[config.mk]
export PLATFORM = sky130hd
export DESIGN_NAME = pkt_ram_trailer
export DESIGN_NICKNAME = d
export VERILOG_FILES = /design/src/rtl/pkt_ram_trailer.sv
export SDC_FILE = /design/constraint.sdc
export NUM_CORES = 1
export LEC_CHECK = 0
export CORE_MARGIN = 2
export CORE_UTILIZATION = 28
export DETAILED_ROUTE_END_ITERATION = 7
export HOLD_SLACK_MARGIN = 0.06
export PLACE_DENSITY_LB_ADDON = 0.15
export SYNTH_ARGS = -nofsm -noshare
export SYNTH_HDL_FRONTEND = slang
export SYNTH_SLANG_ARGS = --single-unit
[constraint.sdc]
create_clock -name clk -period 2.8 [get_ports clk]
set_input_delay 0.28 -clock clk [delete_from_list [all_inputs] [get_ports clk]]
set_output_delay 0.28 -clock clk [all_outputs]
set_load 0.02 [all_outputs]
[src/rtl/pkt_ram_trailer.sv]
// Store-and-forward packet buffer: captures one payload into block RAM, appends
// generated trailer words, then replays the whole frame on a backpressured stream.
module pkt_ram_trailer #(
   parameter int DATA_WIDTH   = 8,
   parameter int DEPTH        = 24,
   parameter int TRAILER_LEN  = 4,
   parameter int TRAILER_BASE = 1,
   parameter int TRAILER_STEP = 1
) (
   input  logic                         clk,
   input  logic                         rst,
   input  logic [DATA_WIDTH-1:0]        s_data,
   input  logic                         s_valid,
   input  logic                         s_last,
   output logic                         s_ready,
   output logic [DATA_WIDTH-1:0]        m_data,
   output logic                         m_valid,
   output logic                         m_last,
   input  logic                         m_ready,
   output logic [$clog2(DEPTH+1)-1:0]   pkt_len,
   output logic                         truncated
);

   localparam int AW          = (DEPTH > 1) ? $clog2(DEPTH) : 1;
   localparam int LW          = $clog2(DEPTH + 1);
   localparam int TW          = (TRAILER_LEN > 1) ? $clog2(TRAILER_LEN) : 1;
   localparam int MAX_PAYLOAD = DEPTH - TRAILER_LEN;

   typedef enum logic [1:0] {RECV, TRAILER, SEND} state_t;

   state_t                state, state_nxt;
   logic [AW-1:0]         wr_addr;
   logic [TW-1:0]         tr_idx;
   logic [DATA_WIDTH-1:0] tr_word;
   logic [LW-1:0]         rd_cnt;
   logic [DATA_WIDTH-1:0] mem [DEPTH];
   logic [DATA_WIDTH-1:0] rd_q;
   logic                  rd_pend, rd_pend_last;
   logic [DATA_WIDTH-1:0] sk_data;
   logic                  sk_valid, sk_last;

   logic                  in_xfer, out_xfer, wr_at_max, forced_last, payload_end;
   logic                  tr_done, frame_done, issue, is_last_rd, we;
   logic [LW-1:0]         wr_len;
   logic [1:0]            occ;
   logic [DATA_WIDTH-1:0] wdata;

   assign s_ready     = (state == RECV) & ~rst;
   assign in_xfer     = s_valid & s_ready;
   assign out_xfer    = m_valid & m_ready;
   assign wr_at_max   = (wr_addr == AW'(MAX_PAYLOAD - 1));
   assign forced_last = in_xfer & ~s_last & wr_at_max;
   assign payload_end = in_xfer & (s_last | wr_at_max);
   assign tr_done     = (state == TRAILER) & (tr_idx == TW'(TRAILER_LEN - 1));
   assign frame_done  = out_xfer & m_last;
   assign wr_len      = LW'(wr_addr) + LW'(1);

   // Words held downstream of the RAM (output reg, skid reg, read in flight)
   // after this cycle's output transfer; a new read may issue only if one slot is free.
   assign occ         = 2'(m_valid) + 2'(sk_valid) + 2'(rd_pend) - 2'(out_xfer);
   assign issue       = (state == SEND) && (rd_cnt < pkt_len) && (occ <= 2'd1);
   assign is_last_rd  = (rd_cnt == pkt_len - LW'(1));

   assign we          = in_xfer | (state == TRAILER);
   assign wdata       = (state == TRAILER) ? tr_word : s_data;

   always_comb begin
      state_nxt = state;
      unique case (state)
         RECV:    if (payload_end) state_nxt = (TRAILER_LEN == 0) ? SEND : TRAILER;
         TRAILER: if (tr_done)     state_nxt = SEND;
         SEND:    if (frame_done)  state_nxt = RECV;
         default:                  state_nxt = RECV;
      endcase
   end

   // NOTE: every clocked register uses non-blocking assignment so all flops
   // update together from pre-edge values regardless of process order.
   always_ff @(posedge clk or posedge rst) begin
      if (rst) state <= RECV;
      else     state <= state_nxt;
   end

   // NOTE: the RAM has no reset so it maps onto block RAM; its contents are
   // only ever read back after being written for the current frame.
   always_ff @(posedge clk) begin
      if (we) mem[wr_addr] <= wdata;
      rd_q <= mem[rd_cnt[AW-1:0]];
   end

   always_ff @(posedge clk or posedge rst) begin
      if (rst) begin
         wr_addr      <= '0;
         tr_idx       <= '0;
         tr_word      <= '0;
         pkt_len      <= '0;
         truncated    <= 1'b0;
         rd_cnt       <= '0;
         rd_pend      <= 1'b0;
         rd_pend_last <= 1'b0;
         sk_data      <= '0;
         sk_valid     <= 1'b0;
         sk_last      <= 1'b0;
         m_data       <= '0;
         m_valid      <= 1'b0;
         m_last       <= 1'b0;
      end else begin
         case (state)
            RECV: begin
               if (in_xfer) begin
                  truncated <= forced_last | (truncated & (wr_addr != '0));
                  if (payload_end) begin
                     tr_word <= DATA_WIDTH'(TRAILER_BASE);
                     tr_idx  <= '0;
                     if (TRAILER_LEN == 0) begin
                        wr_addr <= '0;
                        pkt_len <= wr_len;
                     end else begin
                        wr_addr <= wr_addr + AW'(1);
                     end
                  end else begin
                     wr_addr <= wr_addr + AW'(1);
                  end
               end
            end
            TRAILER: begin
               tr_word <= tr_word + DATA_WIDTH'(TRAILER_STEP);
               tr_idx  <= tr_idx + TW'(1);
               if (tr_done) begin
                  wr_addr <= '0;
                  pkt_len <= wr_len;
               end else begin
                  wr_addr <= wr_addr + AW'(1);
               end
            end
            default: ;
         endcase

         if (frame_done)  rd_cnt <= '0;
         else if (issue)  rd_cnt <= rd_cnt + LW'(1);
         rd_pend      <= issue;
         rd_pend_last <= issue & is_last_rd;

         // Output register refills from the skid first, then from the RAM read;
         // a read landing while the output is stalled parks in the skid.
         if (out_xfer || !m_valid) begin
            if (sk_valid) begin
               m_data   <= sk_data;
               m_valid  <= 1'b1;
               m_last   <= sk_last;
               sk_valid <= rd_pend;
               sk_last  <= rd_pend_last;
               if (rd_pend) sk_data <= rd_q;
            end else begin
               m_valid <= rd_pend;
               m_last  <= rd_pend_last;
               if (rd_pend) m_data <= rd_q;
            end
         end else if (rd_pend) begin
            sk_data  <= rd_q;
            sk_valid <= 1'b1;
            sk_last  <= rd_pend_last;
         end
      end
   end

endmodule
==> results_dict.tcl <==
set metrics [dict create \
    outcome "completed" \
    drc_errors 0 \
    min_period_ns 2.22 \
    p_leak_nw 4.44 \
    drive_gt1_share_pct 17.9 \
    cp_max_fo 12 \
    synth_cells 684 \
    async_flop_share_pct 20.0 \
    yosys.cell_types.count 56 \
    first_pass_iters 5 \
    drt_wl_total_um 24700 \
    fmax_mhz 451 \
    grt_pass1_wl_um 37800 \
    ys_seq_area_share_pct 68.8 \
    slew_violations 0 \
    period_share_pct 79.2 \
    multi_input_area_mm2 0.00299 \
    core_area_mm2 0.0366 \
    clk_path_buf_depth 3 \
    ant_nets 0 \
    io_buffers 29 \
    grt_usage_pct 12.9 \
    crit_slowest_cell "dfrtp_2" \
    grt_use_met3_pct 1.87 \
    overflow 0 \
    synthMostInstantiatedCell "edfxtp_1" \
    finalSetupTns_ns 0 \
    cpPeakStageDelay_ns 0.60 \
    syn_area_mm2 0.0104 \
    final_core_util_pct 34.0 \
    cp_num_buf_inv 1 \
    cts_tree "built" \
    clock_sinks 250 \
    clock_skew_ns 0.0190 \
    htreeDepth 1 \
    final-hold-violation-count 0 \
    finalSetupViolations 0 \
    maxSlewHeadroom_pct 54.8 \
    yosysTopAreaCell "edfxtp_1" \
    hold_ws_ns 0.265 \
    synth_common_cells "192 x edfxtp_1, 62 x mux2i_1, 61 x nand2_1" \
    fill_cells 3533 \
    ys_ff_latch 250 \
    grt_pass1_vias 6077 \
    fin_ws_ns 0.583 \
    worstMarginPinSlew_ns 0.677 \
    drt-initial-drc-count 411 \
    met2_usage_pct 22.4 \
    area_growth_pct 19.2 \
    cts-buffers-inserted 27 \
    cts-resized-gates 0 \
    io-pin-count 30 \
    post-place-ws_ns 0.321 \
    synth_edf_count 192 \
    placementRows 70 \
    path_cells "buf_4, mux4_2, a211oi_1, o32ai_1" \
    holdBufCountCts 0 \
    num_antenna_cells 0 \
    synth_warnings 0 \
    ctsRootBufferMaster "clkbuf_16" \
    avgSynthCellArea_um2 15.2 \
    busiest_layer "met2" \
    dpl.hpwl_um 16600 \
    critPathArrivalTime_ns 2.58 \
    clk-insertion-delay-late_ns 0.54 \
    chipHeight_um 197 \
    critPathKind "reg2reg" \
    start_util_pct 28.5 \
    die_w_um 197 \
    synth_flop_cell "edfxtp_1" \
    die_area_mm2 0.0388 \
    finalNetCount 780 \
    finalPower_mw 13.2 \
    vias_per_cell 4.71 \
    post-cts-setup-buffer-count 0 \
    use_met1_pct 17.1 \
    holdCritPathClass "in2async" \
    rsz0062_at_grt "no" \
    critPathTopFamily "compound AO/OA/AOI/OAI gates" \
    vias 5844 \
    antenna_found_initial 0 \
    place_congestion 0.817 \
    wl_per_cell_um 19.9 \
    required_ns 3.17 \
    clk_pin_slew_ns 0.06 \
    netlist_top_cells_area "edfxtp_1 55%, dfrtp_1 12%, mux2i_1 6.0%" \
    start_kind "flop" \
    synth_top_area_share_pct 55.3 \
    power_density_mw_per_mm2 1060 \
    regArea_mm2 0.00718 \
    crit_path_end_kind "flop" \
    synth_fp_nets 712 \
    peakVddDrop_v 0.000405 \
    cap_viol_max_count 0 \
    grt_max_degree 49 \
]
==> cells in the final DEF (no fill, tap or decap), drive strengths merged, types with 3 or more instances in the layout <==
cell,n
o21ai,24
bufinv,5
nand2,61
mux4,24
clkinv,9
clkinvlp,4
a21oi,22
a221oi,12
buf,44
dfxtp,8
nor4,3
inv,18
mux2i,62
a211oi,4
dfrtp,50
xor2,8
xnor2,5
a22oi,12
nor3,5
clkdlybuf4s50,29
nand2b,7
nand3b,5
clkbuf,29
mux2,10
nand3,17
edfxtp,192
and2,6
nor2,45
nor2b,11
ha,15
nand4,3
==> worst register-to-register path: stages, from the launching register on <==
cell      delay, ns
dfrtp_2        0.60
buf_4          0.31
mux4_2         0.52
a211oi_1       0.39
o32ai_1        0.23
==> state kept, by name, indices dropped and copies added, names as in the netlist <==
register	flops
rd_q	8
m_last	1
sk_last	1
sk_data	8
m_valid	1
pkt_len	5
tr_word	8
rd_pend	1
mem	192
truncated	1
state	2
tr_idx	2
sk_valid	1
m_data	8
wr_addr	5
rd_pend_last	1
rd_cnt	5
==> logic make-up (layout without fill, tap and decap cells) <==
logic type,after synthesis,in the layout,synth area share [%]
buffers and inverters,49,138,2.45
AND/OR/NAND/NOR,174,174,8.00
multiplexers,96,96,12.2
adder cells (fa/ha/maj),15,15,1.80
AO/OA/AOI/OAI,87,87,5.60
flip-flops,250,250,68.8
XOR/XNOR,13,13,1.09
==> per-stage QoR <==
stage / std cells / area (um^2)
6_report: 1241 / 12400
5_1_grt: 1241 / 12400
4_1_cts: 1241 / 12400
3_5_place_dp: 1191 / 11500
3_3_place_gp: 1191 / 11500
2_1_floorplan: 684 / 10400
==> layout make-up <==
type,instances,area share [%]
Multi-Input combinational cell,385,24.1
Inverter,15,0.453
Sequential cell,250,57.8
Timing Repair Buffer,73,5.29
Clock buffer,29,5.66
Tap cell,468,4.71
Clock inverter,21,2.03
==> where the power goes <==
part           switching [mW]  internal (mW)
clock network            1.48           2.29
registers               0.462           4.93
logic                    2.44           1.61
==> routing by layer <==
layer / share of wire (%) / vias up
li1: - / 2721
met1: 45 / 2977
met2: 50 / 112
met3: 3.9 / 34
met4: 1.8 / 0
met5: 0 / -
==> path summary, 6_finish.rpt <==
check | slack, ns | end | from | cells past startpoint
max | 0.58 | rd_q[7] | rd_cnt[0] | 4
min | 0.27 | tr_word[4] | rst | 2
max reg2reg | 0.58 | rd_q[7] | rd_cnt[0] | 4
min reg2reg | 0.51 | sk_data[6] | rd_q[6] | 1
max in group asynchronous | 1.96 | sk_data[5] | rst | 3
min in group clk | 0.40 | truncated | s_last | 3
(Power assumes the default switching activity.)
==> patch 1: new RTL, config.mk and constraints unchanged <==
Re-encode `state_t` (3 states) as one-hot, 3 bits wide.
--- a/src/rtl/pkt_ram_trailer.sv
+++ b/src/rtl/pkt_ram_trailer.sv
@@ -26,7 +26,7 @@
    localparam int TW          = (TRAILER_LEN > 1) ? $clog2(TRAILER_LEN) : 1;
    localparam int MAX_PAYLOAD = DEPTH - TRAILER_LEN;
 
-   typedef enum logic [1:0] {RECV, TRAILER, SEND} state_t;
+   typedef enum logic [2:0] {RECV = 3'b001, TRAILER = 3'b010, SEND = 3'b100} state_t;
 
    state_t                state, state_nxt;
    logic [AW-1:0]         wr_addr;
Check against the original RTL: same outputs for any inputs over 4 cycles, from zero or initial values and one cycle with rst high; so few cycles prove little.
==> patch 1 against the unedited design <==
Via count rose by 3.7%; critical endpoint is now s_ready; clock skew is essentially flat; sequential cell count grew 1; routed wire length increased by 3.0%; worst setup slack got worse by 0.24 ns; synthesized area grew 1.1%; design area is 2.9% higher; global-route usage rose by 0.23 points; first-iteration DRC count rose by 7.5%; utilization up 0.23 points; critical path depth fell by 2.
Power is not compared: it rests on default switching activity, and its combinational part moved more than twofold at a synthesized area within 25%.
==> patch 1: results (changes against the unedited design) <==
** Drt
- Post-detailed-routing wire length :: 25.4 mm (was 24.7 mm)
- Met2 routed wirelength :: 12.2 mm (was 12.3 mm)
- Total via count in the routed design :: 6060 (was 5844)
- The DRC marker count from the first detailed-route iteration was 442 (was 411).

** Setup path
- Largest fanout on the critical path :: 9 (was 12)
- Slack of the worst reg-to-reg path :: 0.43 ns (was 0.58 ns)
- Worst setup path endpoint :: s_ready (was rd_q[7]$_DFF_P_)
- Worst reg2reg path startpoint :: rd_cnt[1]$_DFFE_PP0P_ (was rd_cnt[0]$_DFFE_PP0P_)

** STA
- The final-layout worst hold slack came to 0.331 ns (was 0.265 ns).
- Maximum clock skew at final layout :: 0.0185 ns (was 0.0190 ns)
- The timing-limited maximum frequency is 0.408 GHz (was 0.451 GHz).

** Global route
- The global-route wire length before repair is 38.6 mm (was 37.8 mm).
- The global routing usage on met2 is 22.3% (was 22.4%).
- The number of global-route vias before repair was 6272 (was 6077).
- Global-route met1 utilization :: 17.8% (was 17.1%)
- The all-layer global routing usage came to 13.2% (was 12.9%).

** Layout
- Non-clock buffer contribution to total cell area :: 5.25% (was 5.29%)
- Multi-In Gates :: 413 (was 385)
- The share of final-layout standard cells stronger than drive strength 1 was 16.6% (was 17.9%).
- Clock tree buffer count of the final layout :: 42 (was 29)
- Nonclk inv count :: 14 (was 15)
- Sequential cell area :: 7210 um2 (was 7180 um2)
- Area of the multi-input gates :: 3130 um2 (was 2990 um2)

** Logic synthesis
- Sequential area share after synthesis :: 68.3% (was 68.8%)
- Leading cell types by count after synthesis: sky130_fd_sc_hd__edfxtp_1 (192), sky130_fd_sc_hd__mux2i_1 (77), sky130_fd_sc_hd__nand2_1 (57) (was sky130_fd_sc_hd__edfxtp_1 (192), sky130_fd_sc_hd__mux2i_1 (62), sky130_fd_sc_hd__nand2_1 (61)).
- Adder and majority cell fraction of the synthesized area :: 1.78% (was 1.80%)
- The net count of the mapped netlist was 736 (was 712).
- The mean cell area of the mapped netlist came to 14.9 um2 (was 15.2 um2).
- Cell types with the largest area share after synthesis :: sky130_fd_sc_hd__edfxtp_1 (55%), sky130_fd_sc_hd__dfrtp_1 (12%), sky130_fd_sc_hd__mux2i_1 (7.3%), sky130_fd_sc_hd__mux4_2 (3.4%), sky130_fd_sc_hd__nand2_1 (2.0%) (was sky130_fd_sc_hd__edfxtp_1 (55%), sky130_fd_sc_hd__dfrtp_1 (12%), sky130_fd_sc_hd__mux2i_1 (6.0%), sky130_fd_sc_hd__mux4_2 (5.2%), sky130_fd_sc_hd__nand2_1 (2.2%))
- The number of library cell types mapped by synthesis came to 59 (was 56).
- The share of async-settable or async-resettable flops after synthesis came to 20.3% (was 20.0%).
- Seq cells post-synth :: 251 (was 250)

** Placed design
- DP Worst Slack :: 0.239 ns (was 0.321 ns)
- Dpl cell area :: 11700 um2 (was 11500 um2)

** Clocking
- The clock buffer count from CTS is 30 (was 27).

** Status
- Run status :: finished clean (unchanged)
-- patch 1: cell count changes after synthesis, moves of 4 or more --
cell | unedited run | this run
sky130_fd_sc_hd__nand3_1 | 17 | 24
sky130_fd_sc_hd__buf_2 | 11 | 15
sky130_fd_sc_hd__nand2_1 | 61 | 57
sky130_fd_sc_hd__nor2b_1 | 11 | 7
sky130_fd_sc_hd__mux2i_1 | 62 | 77
sky130_fd_sc_hd__nand4_1 | 3 | 8
sky130_fd_sc_hd__a22oi_1 | 12 | 22
sky130_fd_sc_hd__nor2_1 | 45 | 53
sky130_fd_sc_hd__mux4_2 | 24 | 16
sky130_fd_sc_hd__o21ai_0 | 22 | 16
sky130_fd_sc_hd__clkbuf_1 | 13 | 4
-- patch 1: cell families after synthesis --
logic type / Yosys count
adder cells (fa/ha/maj): 15
XOR/XNOR: 14
flip-flops: 251
multiplexers: 103
buffers and inverters: 44
AND/OR/NAND/NOR: 188
AO/OA/AOI/OAI: 93
==> patch 2: new RTL, same flow settings <==
Made on the original files. The parameter `TRAILER_LEN` goes from 4 to 8.
--- a/src/rtl/pkt_ram_trailer.sv
+++ b/src/rtl/pkt_ram_trailer.sv
@@ -3,7 +3,7 @@
 module pkt_ram_trailer #(
    parameter int DATA_WIDTH   = 8,
    parameter int DEPTH        = 24,
-   parameter int TRAILER_LEN  = 4,
+   parameter int TRAILER_LEN  = 8,
    parameter int TRAILER_BASE = 1,
    parameter int TRAILER_STEP = 1
 ) (
Function: changed (a bounded check fails within 10 cycles, from zero or initial values and one cycle with rst high).
==> patch 2 against the unedited design <==
Worst setup slack lost 0.021 ns; via count grew 2.8%; design area grew 0.75%; synthesized area grew 1.1%; final cell count grew 5.2%; sequential share of layout area shrank 0.23 points; combinational power grew 5.4%; sequential cell count grew 1; total power grew 0.74%; routed wire length shrank 0.12%; critical path depth shrank 1; critical endpoint is now s_ready; largest cell class unchanged.
==> patch 2: results (changes against the unedited design) <==
** Drt
- Via density per instance :: 4.60 (was 4.71)
- Drt first-iter violations :: 402 (was 411)
- The number of search-and-repair iterations in the first detailed-routing pass was 7 (was 5).

** Global route
- The global-route wire length before repair came to 38.0 mm (was 37.8 mm).
- Pin count of the biggest net entering global routing :: 57 (was 49)
- Overall routing resource usage :: 12.9% (about the same)

** Layout
- Sequential cell area :: 7200 um2 (was 7180 um2)
- The count of fill cells added during filler insertion is 3577 (was 3533).
- The share of final-layout standard cells stronger than drive strength 1 came to 15.9% (was 17.9%).

** STA
- Maximum clock skew at final layout :: 0.0117 ns (was 0.0190 ns)
- Max transition margin :: 44.1% (was 54.8%)

** Power
- Worst supply voltage drop on vdd :: 391 uV (was 405 uV)
- The sequential logic power came to 5.45 mW (was 5.39 mW).
- Static leakage power :: 4.56 nW (was 4.44 nW)
- Proportion of power drawn by flip-flops and latches :: 40.9% (was 40.8%)

** Setup path
- Worst setup path endpoint :: s_ready (was rd_q[7]$_DFF_P_)
- The startpoint of the most critical setup path is state[1]$_DFFE_PP0P_ (was rd_cnt[0]$_DFFE_PP0P_).
- RR Endpoint :: tr_idx[1]$_DFFE_PP0P_ (was rd_q[7]$_DFF_P_)
- Worst reg2reg path startpoint :: wr_addr[0]$_DFFE_PP0P_ (was rd_cnt[0]$_DFFE_PP0P_)

** Placed design
- The placement-stage cell area came to 11600 um2 (was 11500 um2).
- RePlAce Congestion :: 0.808 (was 0.817)
- The cell count after placement came to 1256 (was 1191).

** Logic synthesis
- The net count of the mapped netlist came to 735 (was 712).
- Share of cell area taken by muxes after synthesis :: 12.0% (was 12.2%)
- The post-synthesis share of cell area spent on xor and xnor gates was 0.582% (was 1.09%).
- Sequential area share after synthesis :: 68.3% (was 68.8%)

** Status
- Run status :: finished clean (unchanged)
==> patch 2: changes by cell type after synthesis, sizes merged, moves of 6 or more <==
cell,delta
a22oi,+8
mux2i,+18
clkbuf,-6
mux4,-8
xor2,-7
==> patch 2: layer usage <==
metal | vias up | track usage (%) | part of all wire, %
met5 | - | 0 | 0
met4 | 0 | 4.12 | 2.5
met3 | 38 | 2.21 | 4.6
met2 | 126 | 22.0 | 48
met1 | 3027 | 16.8 | 45
li1 | 2817 | - | -
==> patch 2: worst max-delay path, stage by stage (launching register included) <==
cell and delay [ns]:
sky130_fd_sc_hd__dfrtp_1 0.37, sky130_fd_sc_hd__buf_4 0.20, sky130_fd_sc_hd__nor3_1 0.21, sky130_fd_sc_hd__clkdlybuf4s50_1 0.65
==> patch 2: layout make-up <==
type	instances	share of cell area, %
multi-input cells	402	24.4
clock buffers	32	5.79
flip-flops and latches	251	57.5
clock inverters	17	1.49
repair buffers	73	5.16
well taps	511	5.11
inverters	19	0.570
